`src/rtl/rv32_pkg.sv`:
```
// Shared RV32 definitions: fetch FSM state type, NOP encoding and base opcodes.
package rv32_pkg;

    typedef enum logic [1:0] {
        ST_IDLE  = 2'd0,
        ST_FETCH = 2'd1,
        ST_DONE  = 2'd2
    } fetch_state_t;

    localparam logic [31:0] NOP_INSTR = 32'h0000_0013;  // addi x0, x0, 0

    localparam logic [6:0] OP_LUI    = 7'b0110111;
    localparam logic [6:0] OP_AUIPC  = 7'b0010111;
    localparam logic [6:0] OP_JAL    = 7'b1101111;
    localparam logic [6:0] OP_JALR   = 7'b1100111;
    localparam logic [6:0] OP_BRANCH = 7'b1100011;
    localparam logic [6:0] OP_LOAD   = 7'b0000011;
    localparam logic [6:0] OP_STORE  = 7'b0100011;
    localparam logic [6:0] OP_IMM    = 7'b0010011;
    localparam logic [6:0] OP_REG    = 7'b0110011;
    localparam logic [6:0] OP_SYSTEM = 7'b1110011;

    function automatic logic [31:0] word_align(input logic [31:0] addr);
        return {addr[31:2], 2'b00};
    endfunction

endpackage

```
`src/rtl/fetch_timer.sv`:
```
// Cycle counter for the fetch timeout; expired flags the cycle whose count reaches limit.
module fetch_timer (
    input  logic        clk,
    input  logic        rst,
    input  logic        clear,
    input  logic        enable,
    input  logic [31:0] limit,
    output logic        expired
);

    logic [31:0] count_reg;

    // A limit of zero never expires, which disables the timeout.
    assign expired = enable && (limit != 32'd0) && (count_reg == limit - 32'd1);

    always_ff @(posedge clk) begin
        if (rst || clear) begin
            count_reg <= 32'd0;
        end else if (enable) begin
            count_reg <= count_reg + 32'd1;
        end
    end

endmodule

```
`src/rtl/instr_fetch.sv`:
```
// Instruction fetch stage: PC register, imem request FSM, instruction register, timeout abort.
// Optional macro FETCH_MISALIGN_TRAP_EN rejects fetches from non-word-aligned PCs.
module instr_fetch
    import rv32_pkg::*;
#(
    parameter logic [31:0] RESET_PC       = 32'h0000_0000,
    parameter int          TIMEOUT_CYCLES = 16
) (
    input  logic        clk,
    input  logic        rst,
    input  logic        fetch_start,
    input  logic        pc_write,
    input  logic [31:0] pc_next,
    output logic        imem_req,
    output logic [31:0] imem_addr,
    input  logic        imem_ack,
    input  logic [31:0] imem_rdata,
    output logic [31:0] instruction,
    output logic [31:0] pc,
    output logic [31:0] pc_plus4,
    output logic        instr_valid,
    output logic        busy,
    output logic        fetch_err,
    output logic        misaligned
);

    fetch_state_t state_reg;
    logic         timer_expired;

    fetch_timer u_timer (
        .clk     (clk),
        .rst     (rst),
        .clear   (state_reg != ST_FETCH),
        .enable  ((state_reg == ST_FETCH) && !imem_ack),
        .limit   (32'(TIMEOUT_CYCLES)),
        .expired (timer_expired)
    );

    assign pc_plus4 = pc + 32'd4;

`ifdef FETCH_MISALIGN_TRAP_EN
    logic [31:0] fetch_pc;
    assign fetch_pc  = pc_write ? pc_next : pc;
    assign imem_addr = pc;
`else
    assign imem_addr = word_align(pc);
`endif

    always_ff @(posedge clk) begin
        if (rst) begin
            state_reg   <= ST_IDLE;
            pc          <= RESET_PC;
            instruction <= NOP_INSTR;
            instr_valid <= 1'b0;
            imem_req    <= 1'b0;
            busy        <= 1'b0;
            fetch_err   <= 1'b0;
            misaligned  <= 1'b0;
        end else begin
            fetch_err  <= 1'b0;
            misaligned <= 1'b0;
            case (state_reg)
                ST_IDLE, ST_DONE: begin
                    if (pc_write) begin
                        pc          <= pc_next;
                        instr_valid <= 1'b0;
                    end
                    if (fetch_start) begin
`ifdef FETCH_MISALIGN_TRAP_EN
                        if (fetch_pc[1:0] != 2'b00) begin
                            misaligned  <= 1'b1;
                            state_reg   <= ST_IDLE;
                            instr_valid <= 1'b0;
                        end else begin
                            state_reg   <= ST_FETCH;
                            imem_req    <= 1'b1;
                            busy        <= 1'b1;
                            instr_valid <= 1'b0;
                        end
`else
                        state_reg   <= ST_FETCH;
                        imem_req    <= 1'b1;
                        busy        <= 1'b1;
                        instr_valid <= 1'b0;
`endif
                    end
                end
                ST_FETCH: begin
                    // Ack takes priority over a timeout landing in the same cycle.
                    if (imem_ack) begin
                        instruction <= imem_rdata;
                        instr_valid <= 1'b1;
                        state_reg   <= ST_DONE;
                        imem_req    <= 1'b0;
                        busy        <= 1'b0;
                    end else if (timer_expired) begin
                        fetch_err   <= 1'b1;
                        instr_valid <= 1'b0;
                        state_reg   <= ST_IDLE;
                        imem_req    <= 1'b0;
                        busy        <= 1'b0;
                    end
                end
                default: begin
                    state_reg <= ST_IDLE;
                    imem_req  <= 1'b0;
                    busy      <= 1'b0;
                end
            endcase
        end
    end

endmodule

```
`config.mk`:
```
export PLATFORM = sky130hd
export DESIGN_NAME = instr_fetch
export DESIGN_NICKNAME = d
export VERILOG_FILES = /design/src/rtl/rv32_pkg.sv /design/src/rtl/fetch_timer.sv /design/src/rtl/instr_fetch.sv
export SDC_FILE = /design/constraint.sdc
export NUM_CORES = 1
export LEC_CHECK = 0
export CAP_MARGIN = 10
export CORE_ASPECT_RATIO = 1.5
export CORE_MARGIN = 1.5
export CORE_UTILIZATION = 42
export CTS_CLUSTER_SIZE = 8
export DETAILED_ROUTE_END_ITERATION = 16
export PLACE_DENSITY = 0.85
export SYNTH_ARGS = -nofsm -noshare
export SYNTH_HDL_FRONTEND = slang
export SYNTH_HIERARCHICAL = 1
export SYNTH_SLANG_ARGS = --single-unit
```
`constraint.sdc`:
```
create_clock -name clk -period 2.4 [get_ports clk]
set_input_delay 0.24 -clock clk [delete_from_list [all_inputs] [get_ports clk]]
set_output_delay 0.24 -clock clk [all_outputs]
set_load 0.01 [all_outputs]
```
-- Word level (Yosys, flattened, before mapping)
Cells that the tools add are included.
- register bits: 101
- bits of input ports: 69
- logic and storage cells: 42
- $add $sub $neg: 2
- bitwise operators: 1
- equality and inequality tests: 7
- reduce and logical (&&, ||, !) cells: 12
- multiplexer cells: 13
- operator list (operator ; number):
    adder 32 x 1 -> 32 bit (second input constant) ; 1
    adder 32 x 3 -> 32 bit (second input constant) ; 1
    equality test 32 x 4 -> 1 bit (second input constant) ; 1
    2-to-1 mux 1 bit ; 7
    2-to-1 mux 2 bit ; 3
    inequality test 3 bit (second input constant) ; 2
    AND reduction 2 bit ; 3
    one-hot mux 1 bit (2 select lines) ; 2
    one-hot mux 2 bit (2 select lines) ; 1
    AND reduction 3 bit ; 1
    OR reduction 3 bit ; 1
    equality test 2 x 1 -> 1 bit (second input constant) ; 1
    equality test 2 bit (second input constant) ; 1
    logical AND 1 bit ; 2
    logical NOT 2 bit ; 1
    inequality test 2 x 1 -> 1 bit (second input constant) ; 1
    inequality test 2 bit (second input constant) ; 1
    nonzero test 2 bit ; 1
    OR reduction 2 bit ; 1
    logical NOT 1 bit ; 1
    logical OR 1 bit ; 1
    inverter 1 bit ; 1

-- Logic depth before layout (Yosys ltp)
- depth after elaboration: 6
- depth in mapped cells: 13
- mapped depth without buffers: 13

-- Cells and area by module
Netlist, hierarchy kept.
- by module, submodules not included (module ; seq. area each (µm²) ; instances ; area an instance (µm²) ; cells each):
    instr_fetch ; 1381.3 ; 1 ; 3245.6 ; 423
    fetch_timer ; 640.6 ; 1 ; 2577.5 ; 321

-- Worst setup path after synthesis
No wires, ideal clock.
- kind: register to register
- start point: register state_reg[0]
- end point: register u_timer.count_reg[31]
- setup slack: -0.044 ns
- buffers on the path: 2
- cell stages (with the launch flop): 12
- period minus slack after synthesis: 2.444 ns
- data arrival time: 2.374 ns
- cell sequence: dfxtp_1 -> clkbuf_2 -> nand2b_1 -> nor2_1 -> clkbuf_1 -> and4_1 -> and2_1 -> nand3_1 -> nor3_1 -> nand2_1 -> or3_1 -> a21oi_1
- word-level cells in the longest chain between the ends: 2
- RTL lines (item ; line ; source):
    start, declared ; instr_fetch.sv:27 ; fetch_state_t state_reg;
    start signal, assigned ; instr_fetch.sv:51 ; state_reg <= ST_IDLE;
    start signal, assigned ; instr_fetch.sv:81 ; state_reg <= ST_FETCH;
    start signal, assigned ; instr_fetch.sv:93 ; state_reg <= ST_DONE;
    equality test 2 x 1 -> 1 bit / inequality test 2 x 1 -> 1 bit (equally long branches) ; instr_fetch.sv:34, instr_fetch.sv:33 ;
    logical AND 1 bit / logical OR 1 bit (equally long branches) ; instr_fetch.sv:34, fetch_timer.sv:17 ;
    end signal, assigned ; fetch_timer.sv:20 ; count_reg <= count_reg + 32'd1;
    end, declared ; fetch_timer.sv:11 ; logic [31:0] count_reg;
Several ways; a longest one is shown, not always the timed one.
A chain may end at the register's enable or synchronous reset.

-- Worst setup path in the final report
- start point: register u_timer.count_reg[15]
- end point: register instr_valid
- word-level cells in the longest chain between the ends: 4
- RTL lines (item ; line ; source):
    equality test 32 x 4 -> 1 bit ; fetch_timer.sv:14 ; assign expired = enable && (limit != 32'd0) && (count_reg == limit - 32'd1);
    logical AND 1 bit ; fetch_timer.sv:14 ;
    via timer_expired ; instr_fetch.sv:28 ; logic timer_expired;
    inequality test 3 bit (no source line) ; -- ;
    AND reduction 3 bit (no source line) ; -- ;
    end signal, assigned ; instr_fetch.sv:54 ; instr_valid <= 1'b0;
    end signal, assigned ; instr_fetch.sv:66 ; instr_valid <= 1'b0;
    end signal, assigned ; instr_fetch.sv:84 ; instr_valid <= 1'b0;
    end, declared ; instr_fetch.sv:21 ; output logic instr_valid,
The timed path passes the listed nets, and every way through them passes these cells.

==> flow_metrics.py <==
metrics = {
    "final_layout": {
        "fin_util_pct": 65.5,
        "multiInputGateArea_sq_um": 3900,
        "fin_area_sq_um": 8860,
        "drive_gt1_share_pct": 11.2,
        "regArea_sq_um": 2030,
        "areaGrowthSynthToFinish_pct": 52.2,
        "nNetsFinal": 1129,
        "antennaDiodeCount": 0,
        "num-fill-cells": 1081,
        "layout.cells.non_filler": 1224,
    },
    "status": {
        "status": "finished, final reports clean",
    },
    "grt": {
        "overflow": 0,
        "grt_use_met3_pct": 3.24,
        "grt.total_usage_pct": 23.3,
        "grt_max_degree": 70,
        "grt_pass1_wl_microns": 27600,
        "grt-busiest-layer": "met2",
        "grt_pass1_vias": 5770,
        "use_met1_pct": 25.7,
        "use_met2_pct": 43.4,
        "grt_antenna_before_repair": 0,
    },
    "synthesis": {
        "synth_area_leaders": "dfxtp_1 (35%), nand2_1 (9.9%), xnor2_1 (7.4%)",
        "synthCells": 744,
        "synthArstFlopShare_pct": 0,
        "yosys.area_share.adder_pct": 0.645,
        "synth-seq-area-share_pct": 34.7,
        "synth_edf_count": 0,
        "ys.flop_type": "dfxtp_1",
        "synth_compound_area_share_pct": 10.5,
        "yosys.area_share.xor_xnor_pct": 14.6,
        "syn_area_sq_um": 5820,
        "synth_cell_type_count": 59,
        "synth_top_family_by_area": "simple AND/OR/NAND/NOR gates",
        "synth_area_per_cell_sq_um": 7.83,
        "synth.top_cell.area_share_pct": 34.7,
        "ys.warnings.count": 6,
        "ys_ff_latch": 101,
        "yosys.area_share.simple_pct": 30.6,
        "synth_mux_area_share_pct": 0.752,
        "synth.largest_area_cell": "dfxtp_1",
    },
    "clock_network": {
        "cts_tree": "yes",
        "h-tree-depth": 3,
        "path_clk_slew_ps": 80,
        "clock_latency_ps": 350,
        "clock-sinks": 101,
        "cts_buffer_depth": 2,
        "root_buffer": "clkbuf_16",
        "cts-buffers-inserted": 9,
    },
    "worst_setup_path": {
        "criticalPathCategory": "register to register",
        "cpPeakStageDelay_ps": 370,
        "cp.required_ps": 2600,
        "critPathCaptureType": "register",
        "crit_family": "compound AO/OA/AOI/OAI gates",
        "worstPathMaxFanout": 3,
        "cp_cell_sequence": "xor2_1 > xnor2_1 > a2111oi_2 > and4_1 > nand4_1 > a2111oi_4 > nor2_1 > o21a_1 > o21ai_1 > a21oi_1",
        "critPathBufInv": 0,
        "cp-start-kind": "register",
        "arrival_ps": 2530,
        "crit_slowest_cell": "a2111oi_4",
    },
    "drt": {
        "drt-pass1-iter-count": 5,
        "wire_per_inst_microns": 13.9,
        "first_iter_violations": 210,
        "detail-route-antenna-nets": 0,
        "wl_microns": 17000,
        "drcViolationCount": 0,
        "vias_per_cell": 4.90,
        "num_vias": 5993,
    },
    "worst_hold_path": {
        "hp-class": "input pin to register",
    },
    "power_and_ir_drop": {
        "cellPowerDensity_nw_per_um2": 455,
        "p_int_mw": 2.90,
        "leakagePower_nw": 3.57,
        "total_power_mw": 4.03,
        "seqPwrFrac_pct": 44.0,
        "ir_worst_vdd_v": 0.000421,
        "p_clk_share_pct": 36.1,
        "power_switching_mw": 1.13,
        "combPwrFrac_pct": 19.9,
        "power.share.switching_pct": 28.1,
    },
    "placed_design": {
        "place_area_sq_um": 8440,
        "place_inst": 1204,
        "dpl.hpwl_microns": 12900,
        "port-buffer-count": 198,
        "gp_congestion": 0.870,
    },
    "sta": {
        "max_freq_mhz": 429,
        "slew_viol_final": 0,
        "finClkSkew_ps": 9.31,
        "finalCritPeriodShare_pct": 97.0,
        "post-route-min-period_ps": 2330,
        "tightest_slew_ps": 727,
        "slew_headroom_pct": 51.5,
        "holdWs_ps": 428,
        "rsz0062_at_grt": "true",
        "hold_viol_final": 0,
        "finalSetupViolCount": 0,
    },
    "run": {
        "max_cap_violations": 0,
    },
    "floorplan": {
        "std_cell_rows": 52,
        "dieArea_sq_um": 14600,
        "io_pins": 202,
        "core_sq_um": 13500,
        "die_height_microns": 147,
        "initial_core_util_pct": 43.0,
        "die_w_microns": 99.1,
    },
}
==> timing repair <==
action | in CTS | in global routing
resized for setup | 31 | 15
endpoints found under the setup margin | 23 | 15
setup buffers | 4 | 0
pin swaps | 7 | 5
hold buffers | 0 | 0
gates cloned | 0 | 0
==> per-stage QoR <==
stage               worst slack (ps)  setup TNS, ps
finish                          70.9              0
detailed placement              -109           -268
CTS                             8.27              0
global route                   -85.4           -219
global placement                -133           -147
floorplan                       57.4              0
==> layer usage <==
metal | vias to the layer above | wire length (microns)
li1 | 3000 | -
met1 | 2723 | 6270
met2 | 221 | 9160
met3 | 49 | 880
met4 | 0 | 696
met5 | - | 0
==> cell families after synthesis <==
| kind of cell | count (synthesis) |
|---|---|
| fa+ha+maj | 3 |
| other cells | 2 |
| simple gates | 348 |
| flops | 101 |
| xor+xnor | 97 |
| buf+inv | 83 |
| compound gates | 106 |
| mux | 4 |
==> final cells by class <==
| cell class | instances | area share [%] |
|---|---|---|
| multi-input combinational | 680 | 44.0 |
| timing repair buffer | 256 | 27.1 |
| sequential | 101 | 22.9 |
| clock buffer | 9 | 2.54 |
| tap | 162 | 2.29 |
| clock inverter | 7 | 0.889 |
| inverter | 9 | 0.381 |
==> power groups by stage <==
| stage | clock network (mW) | logic, mW | registers, mW |
|---|---|---|---|
| floorplan | 0 | 0.357 | 1.86 |
| global placement | 0 | 0.787 | 1.81 |
| detailed placement | 0 | 0.798 | 1.81 |
| CTS | 1.50 | 0.789 | 1.77 |
| global route | 1.58 | 0.872 | 1.78 |
| finish | 1.45 | 0.804 | 1.77 |
==> layout by cell type, fill, tap and decap left out, types with 3 or more instances in the layout <==
master and instances:
clkdlybuf4s50_1 175, nand2_1 154, conb_1 122, dfxtp_1 98, a21oi_1 73, buf_4 57, nor2_1 51, xnor2_1 48
xor2_1 48, nand4_1 28, nand3_1 24, dlygate4sd2_1 19, nor3_1 14, inv_1 9, clkbuf_16 9, o21ai_0 9
and4_1 8, nand3b_1 7, or2_2 6, nand2b_1 6, or4_1 6, nor4_4 5, or3_1 5, nor4b_1 4
inv_6 3, dlymetal6s2s_1 3, dfxtp_2 3, mux2_2 3, o31ai_1 3
==> path summary, 6_finish.rpt <==
check	from	to	slack, ps	depth (start not counted)
min	imem_rdata[23]	instruction[23]	430	3
max	u_timer/count_reg[15]	instr_valid	70	10
min reg2reg	instruction[28]	instruction[28]	460	2
max reg2reg	u_timer/count_reg[15]	instr_valid	70	10
==> synthesized netlist by cell type (10+ instances only) <==
library cell and instances:
xnor2_1 49, nand3_1 26, nor3_1 15, nand2_1 154, nand4_1 28, o21ai_0 10
a21oi_1 73, clkbuf_1 29, nor2_1 54, buf_4 37, xor2_1 48, dfxtp_1 101
==> worst register-to-register path, delay by kind of cell (launching register included) <==
| kind | cells | cell delay [ps] |
|---|---|---|
| AND/OR/NAND/NOR | 3 | 470 |
| AO/OA/AOI/OAI | 5 | 1070 |
| flip-flops | 1 | 330 |
| XOR/XNOR | 2 | 310 |
Power figures use the tool's default switching activity.
